--- config.mk ---
export PLATFORM = sky130hd
export DESIGN_NAME = multi_cycle_controller
export DESIGN_NICKNAME = d
export VERILOG_FILES = /design/src/rtl/multi_cycle_controller.sv
export SDC_FILE = /design/constraint.sdc
export NUM_CORES = 1
export LEC_CHECK = 0
export BUFFER_PORTS_ARGS = -buffer_cell sky130_fd_sc_hd__buf_2
export CAP_MARGIN = 25
export CORE_MARGIN = 2
export CORE_UTILIZATION = 42
export DETAILED_ROUTE_END_ITERATION = 10
export PLACE_DENSITY = 0.78
export SLEW_MARGIN = 20
export SYNTH_ARGS = -nofsm -noshare
export SYNTH_HDL_FRONTEND = slang
export SYNTH_SLANG_ARGS = --single-unit
--- constraint.sdc ---
create_clock -name clk -period 1.9 [get_ports clk]
set_input_delay 0.38 -clock clk [delete_from_list [all_inputs] [get_ports clk]]
set_output_delay 0.38 -clock clk [all_outputs]
set_load 0.02 [all_outputs]
--- src/rtl/multi_cycle_controller.sv ---
// Multi-cycle RV32I control unit: sequences each instruction through its states and drives
// the datapath enables, mux selects, immediate format and ALU operation.
module multi_cycle_controller (
  input  logic       clk,
  input  logic       rst,
  input  logic [6:0] op,
  input  logic [2:0] funct3,
  input  logic [6:0] funct7,
  input  logic       Zero,
  output logic       PCWrite,
  output logic       AdrSrc,
  output logic       MemWrite,
  output logic       IRWrite,
  output logic [1:0] ResultSrc,
  output logic [1:0] ALUSrcA,
  output logic [1:0] ALUSrcB,
  output logic [2:0] ALUControl,
  output logic [2:0] ImmSrc,
  output logic       RegWrite
);

  localparam logic [6:0] OpLoad   = 7'b0000011;
  localparam logic [6:0] OpStore  = 7'b0100011;
  localparam logic [6:0] OpReg    = 7'b0110011;
  localparam logic [6:0] OpImm    = 7'b0010011;
  localparam logic [6:0] OpBranch = 7'b1100011;
  localparam logic [6:0] OpJal    = 7'b1101111;
  localparam logic [6:0] OpJalr   = 7'b1100111;
  localparam logic [6:0] OpLui    = 7'b0110111;

  typedef enum logic [3:0] {
    StFetch, StDecode, StMemAdr, StMemRead, StMemWb, StMemWrite, StExecR,
    StExecI, StAluWb, StBranch, StJal, StJalrPc, StLui
  } state_e;

  state_e state_q, state_d;

  // Shared funct3 -> ALU operation map for R-type and OP-IMM.
  function automatic logic [2:0] alu_op(input logic [2:0] f3, input logic sub);
    case (f3)
      3'b000:  alu_op = sub ? 3'b001 : 3'b000;
      3'b100:  alu_op = 3'b100;
      3'b110:  alu_op = 3'b011;
      3'b111:  alu_op = 3'b010;
      3'b010:  alu_op = 3'b101;
      3'b011:  alu_op = 3'b110;
      default: alu_op = 3'b000;
    endcase
  endfunction

  always_ff @(posedge clk or negedge rst) begin
    if (!rst) state_q <= StFetch;
    else      state_q <= state_d;
  end

  always_comb begin
    state_d = StFetch;
    unique case (state_q)
      StFetch:  state_d = StDecode;
      StDecode: begin
        case (op)
          OpLoad, OpStore: state_d = StMemAdr;
          OpReg:           state_d = StExecR;
          OpImm, OpJalr:   state_d = StExecI;
          OpBranch:        state_d = StBranch;
          OpJal:           state_d = StJal;
          OpLui:           state_d = StLui;
          default:         state_d = StFetch;
        endcase
      end
      StMemAdr:   state_d = (op == OpStore) ? StMemWrite : StMemRead;
      StMemRead:  state_d = StMemWb;
      StMemWb:    state_d = StFetch;
      StMemWrite: state_d = StFetch;
      StExecR:    state_d = StAluWb;
      StExecI:    state_d = (op == OpJalr) ? StJalrPc : StAluWb;
      StAluWb:    state_d = StFetch;
      StBranch:   state_d = StFetch;
      StJal:      state_d = StAluWb;
      StJalrPc:   state_d = StAluWb;
      StLui:      state_d = StFetch;
      default:    state_d = StFetch;
    endcase
  end

  always_comb begin
    PCWrite    = 1'b0;
    AdrSrc     = 1'b0;
    MemWrite   = 1'b0;
    IRWrite    = 1'b0;
    ResultSrc  = 2'b00;
    ALUSrcA    = 2'b00;
    ALUSrcB    = 2'b00;
    ALUControl = 3'b000;
    RegWrite   = 1'b0;

    case (op)
      OpLoad, OpImm, OpJalr: ImmSrc = 3'b000;
      OpStore:               ImmSrc = 3'b001;
      OpBranch:              ImmSrc = 3'b010;
      OpJal:                 ImmSrc = 3'b011;
      OpLui:                 ImmSrc = 3'b100;
      default:               ImmSrc = 3'b000;
    endcase

    unique case (state_q)
      StFetch: begin
        IRWrite   = 1'b1;
        ALUSrcB   = 2'b10;
        ResultSrc = 2'b10;
        PCWrite   = 1'b1;
      end
      StDecode: begin
        ALUSrcA = 2'b01;
        ALUSrcB = 2'b01;
      end
      StMemAdr: begin
        ALUSrcA = 2'b10;
        ALUSrcB = 2'b01;
      end
      StMemRead: AdrSrc = 1'b1;
      StMemWb: begin
        ResultSrc = 2'b01;
        RegWrite  = 1'b1;
      end
      StMemWrite: begin
        AdrSrc   = 1'b1;
        MemWrite = 1'b1;
      end
      StExecR: begin
        ALUSrcA    = 2'b10;
        ALUControl = alu_op(funct3, funct7[5]);
      end
      StExecI: begin
        ALUSrcA    = 2'b10;
        ALUSrcB    = 2'b01;
        ALUControl = (op == OpJalr) ? 3'b000 : alu_op(funct3, 1'b0);
      end
      StAluWb: RegWrite = 1'b1;
      StBranch: begin
        ALUSrcA = 2'b10;
        case (funct3[2:1])
          2'b10:   ALUControl = 3'b101;
          2'b11:   ALUControl = 3'b110;
          default: ALUControl = 3'b001;
        endcase
        // beq/bge/bgeu take on Zero=1; bne/blt/bltu take on Zero=0.
        PCWrite = funct3[2] ? (Zero == funct3[0]) : (Zero != funct3[0]);
      end
      StJal, StJalrPc: begin
        ALUSrcA = 2'b01;
        ALUSrcB = 2'b10;
        PCWrite = 1'b1;
      end
      StLui: begin
        ResultSrc = 2'b11;
        RegWrite  = 1'b1;
      end
      default: ;
    endcase
  end

endmodule

==> metrics.txt <==
# TYPE chip_impl_metric gauge
chip_impl_metric{name="sink_count",unit=""} 4
chip_impl_metric{name="achievable-frequency",unit="GHz"} 0.530
chip_impl_metric{name="setup_viol",unit=""} 0
chip_impl_info{name="worst_setup_path_start_kind",value="flip-flop"} 1
chip_impl_info{name="synth.top_cells.by_area",value="dfrtp_1 16%, nor2_1 6.6%, a21oi_1 6.4%, nand2b_1 5.0%, nor3b_1 4.8%"} 1
chip_impl_metric{name="track_usage",unit="%"} 19.8
chip_impl_metric{name="grt_pass1_vias",unit=""} 710
chip_impl_info{name="cts.root.buffer_cell",value="clkbuf_4"} 1
chip_impl_info{name="tritoncts",value="built"} 1
chip_impl_metric{name="slowest_delay",unit="ps"} 370
chip_impl_info{name="path_type_of_the_worst_setup_path",value="flip-flop to output pin"} 1
chip_impl_info{name="largest_registers",value="state_q x4"} 1
chip_impl_metric{name="global_route.usage.met1",unit="%"} 26.1
chip_impl_info{name="worst_hold_path_type",value="primary input to flip-flop"} 1
chip_impl_info{name="worstReg2RegStart",value="state_q[3]"} 1
chip_impl_info{name="hp-start",value="op[1]"} 1
chip_impl_metric{name="die_area",unit="mm^2"} 0.00182
chip_impl_metric{name="avgSynthCellArea",unit="um^2"} 7.46
chip_impl_metric{name="core_area",unit="mm^2"} 0.00135
chip_impl_metric{name="placement_rows",unit=""} 13
chip_impl_info{name="r2r-end",value="state_q[1]"} 1
chip_impl_metric{name="synthesized_flop_and_latch_total",unit=""} 4
chip_impl_metric{name="slew_headroom",unit="%"} 80.4
chip_impl_metric{name="total_power",unit="uW"} 841
chip_impl_info{name="leading_cell_types_in_the_layout_fill_and_taps_excluded",value="26 x buf_2, 13 x buf_4, 11 x nor2_1"} 1
chip_impl_metric{name="clkSlewWorstSetupHoldPaths",unit="ps"} 40
chip_impl_info{name="cp_cell_sequence",value="nand3b_1 > a41oi_2 > a21oi_1 > o21ai_1 > buf_4"} 1
chip_impl_metric{name="htree_levels",unit=""} 1
chip_impl_metric{name="drtPass1Iterations",unit=""} 4
chip_impl_metric{name="detail_route.vias_per_cell",unit=""} 5.65
chip_impl_metric{name="maxSlewViolCount",unit=""} 0
chip_impl_metric{name="final-hold-violation-count",unit=""} 0
chip_impl_metric{name="post_route_cells_drive_above_1_share",unit="%"} 42.6
chip_impl_metric{name="ant_nets",unit=""} 0
chip_impl_metric{name="muxShareOfSynthArea",unit="%"} 0
chip_impl_metric{name="grt_antenna_before_repair",unit=""} 0
chip_impl_info{name="global_route.peak_usage_layer",value="met2"} 1
chip_impl_metric{name="synth_nets",unit=""} 104
chip_impl_metric{name="hpwl",unit="um"} 1270
chip_impl_metric{name="worstHoldPathCells",unit=""} 3
chip_impl_metric{name="clock_insertion_delay_worst_skew",unit="ps"} 240
chip_impl_metric{name="grt_start_max_net_pins",unit=""} 16
chip_impl_metric{name="tritoncts.num_buffers",unit=""} 3
chip_impl_metric{name="synthesis.area",unit="um^2"} 627
chip_impl_metric{name="dpl-instance-area",unit="um^2"} 796
chip_impl_metric{name="initial_standard_cell_utilization_of_the_core",unit="%"} 46.4
chip_impl_metric{name="drc",unit=""} 0
chip_impl_info{name="slowest_stage",value="dfrtp_1"} 1
chip_impl_metric{name="yosys.area.top_type_share",unit="%"} 16.0
chip_impl_metric{name="register_area_share_after_synthesis",unit="%"} 16.0
chip_impl_metric{name="post-route-cell-area",unit="um^2"} 901
chip_impl_metric{name="synth-adder-area-share",unit="%"} 0
chip_impl_info{name="cp_top_family",value="compound AO/OA/AOI/OAI gates"} 1
chip_impl_metric{name="rrSetupSlack",unit="ps"} 570
chip_impl_metric{name="worstRegToRegCells",unit=""} 5
chip_impl_info{name="mostFrequentLayoutCell",value="buf_2"} 1
chip_impl_info{name="synth_top_family_by_area",value="simple AND/OR/NAND/NOR gates"} 1
chip_impl_metric{name="ys_async_sr_fraction",unit="%"} 100
chip_impl_metric{name="largest_register_ffs",unit=""} 4
chip_impl_metric{name="grt_first_pass_wirelength",unit="um"} 2880
chip_impl_metric{name="synth_compound_gate_area_share",unit="%"} 24.0
chip_impl_metric{name="p_leak",unit="nW"} 0.429
chip_impl_metric{name="gr_layer_usage_met2",unit="%"} 34.2
chip_impl_metric{name="timing.critical_path.buf_inv",unit=""} 1
chip_impl_metric{name="synthesized_netlist_cell_count",unit=""} 84
chip_impl_metric{name="finClkSkew",unit="ps"} 4.24
chip_impl_metric{name="chipWidth",unit="um"} 42.6
chip_impl_metric{name="critPathMaxFanout",unit=""} 5
chip_impl_metric{name="die_h",unit="um"} 42.6
chip_impl_info{name="outcome",value="completed"} 1
chip_impl_metric{name="drt-wirelength-per-cell",unit="um"} 12.5
chip_impl_metric{name="post_synth_num_cell_types",unit=""} 35
chip_impl_metric{name="critical_path_required",unit="ps"} 1520
chip_impl_metric{name="total_power_per_unit_cell_area",unit="mW/mm^2"} 933
chip_impl_metric{name="wirelength",unit="um"} 1710
chip_impl_metric{name="clockBufferDepth",unit=""} 2
chip_impl_info{name="synth_ff_type",value="dfrtp_1"} 1
chip_impl_metric{name="number_of_buffer_cells_added_on_primary_ports",unit=""} 30
chip_impl_metric{name="final.period_utilization",unit="%"} 99.4
chip_impl_info{name="endpoint_kind",value="output pin"} 1
chip_impl_info{name="endpoint_with_the_worst_hold_slack",value="state_q[1]"} 1
chip_impl_metric{name="gp_congestion",unit=""} 0.797
chip_impl_metric{name="area_share_of_xor_xnor_cells_in_the_synthesized_design",unit="%"} 6.99
chip_impl_metric{name="simple_logic_cell_fraction_of_the_synthesized_area",unit="%"} 45.9
chip_impl_metric{name="insertedDiodeCount",unit=""} 0
chip_impl_info{name="regMostFlops",value="state_q"} 1
chip_impl_metric{name="synth.yosys.warnings",unit=""} 0
chip_impl_metric{name="ir_drop",unit="V"} 0.000626
chip_impl_metric{name="boundary_pin_count",unit=""} 37
chip_impl_info{name="rsz0062_at_grt",value="yes"} 1
chip_impl_metric{name="num-nets-final",unit=""} 144
chip_impl_metric{name="globalRouteMet3Util",unit="%"} 1.29
chip_impl_metric{name="drv.max_cap_violation_count",unit=""} 0
chip_impl_info{name="synth.largest_area_cell",value="dfrtp_1"} 1
chip_impl_metric{name="num_vias",unit=""} 774
chip_impl_metric{name="cp.arrival",unit="ps"} 1510
chip_impl_metric{name="overflow",unit=""} 0
chip_impl_metric{name="finalCriticalPeriod",unit="ps"} 1890
chip_impl_metric{name="syn2layout_area_growth",unit="%"} 43.7
chip_impl_metric{name="worstMarginPinSlew",unit="ps"} 294
chip_impl_metric{name="synth_edf_count",unit=""} 0
chip_impl_metric{name="detailedRoute.firstIterationViolations",unit=""} 19
-- worst reg2reg max path, stage by stage, from the launching register on --
cell and delay [ps]:
dfrtp_1 370, buf_4 170, or2_1 310, nor2_1 160, nand4_1 120, o311ai_1 100
-- cells in the mapped netlist, types with 2 or more instances --
library cell / instances
buf_2: 3
xnor2_1: 3
nor3_1: 4
nand2b_1: 5
a21oi_1: 8
dfrtp_1: 4
nor3b_1: 4
nand2_1: 7
buf_6: 2
nand3b_1: 3
nand4_1: 2
o21ai_1: 4
nor2_1: 11
xor2_1: 2
nor2b_1: 2
-- layer usage --
metal | part of all wire (%) | wire length (um)
met1 | 42 | 720
met2 | 51 | 876
met3 | 5.4 | 92
met4 | 1.0 | 17
met5 | 0 | 0
-- kinds of logic (layout without fill, tap and decap cells) --
kind of cell    after synthesis  after routing
compound gates               22             22
buf+inv                       6             44
simple gates                 47             47
xor+xnor                      5              5
flops                         4              4
-- metrics by stage --
step	TNS, ps	instances	setup WS, ps	hold slack [ps]	utilization (%)
after global routing	-292	137	-84.8	481	66.7
final	0	137	12.0	465	66.7
after detailed placement	0	129	110	186	58.9
after floorplan	0	84	83.2	84.4	-
after CTS	0	134	5.92	462	63.1
after global placement	0	129	137	182	58.9
-- what timing repair did --
item	4_1_cts	5_1_grt
hold buffers	1	0
pin swaps	1	1
setup endpoints to repair	3	6
gates cloned	0	0
hold endpoints to repair	4	0
gates resized for setup	4	5
buffers inserted	1	3
-- cell type report --
type	count	area, um^2
clock buffers	3	22.5
repair buffers	41	258
well taps	15	18.8
flip-flops and latches	4	103
fillers	117	449
multi-input cells	74	499
-- worst max path at each step --
stage,start,cells after the start,to
detailed placement,op[3],6,ALUControl[2]
global route,state_q[3],5,ALUControl[1]
finish,state_q[3],5,ALUControl[0]
CTS,state_q[3],5,ALUControl[2]
floorplan,op[2],5,ALUControl[2]
global placement,op[3],6,ALUControl[0]
-- report_power, final --
part / leakage [nW] / switching, mW / internal [mW]
registers: 0.0506 / 0.0184 / 0.104
clock network: 0.0138 / 0.0357 / 0.0707
logic: 0.365 / 0.341 / 0.270
total: 0.429 / 0.395 / 0.445
Power figures use the tool's default switching activity.
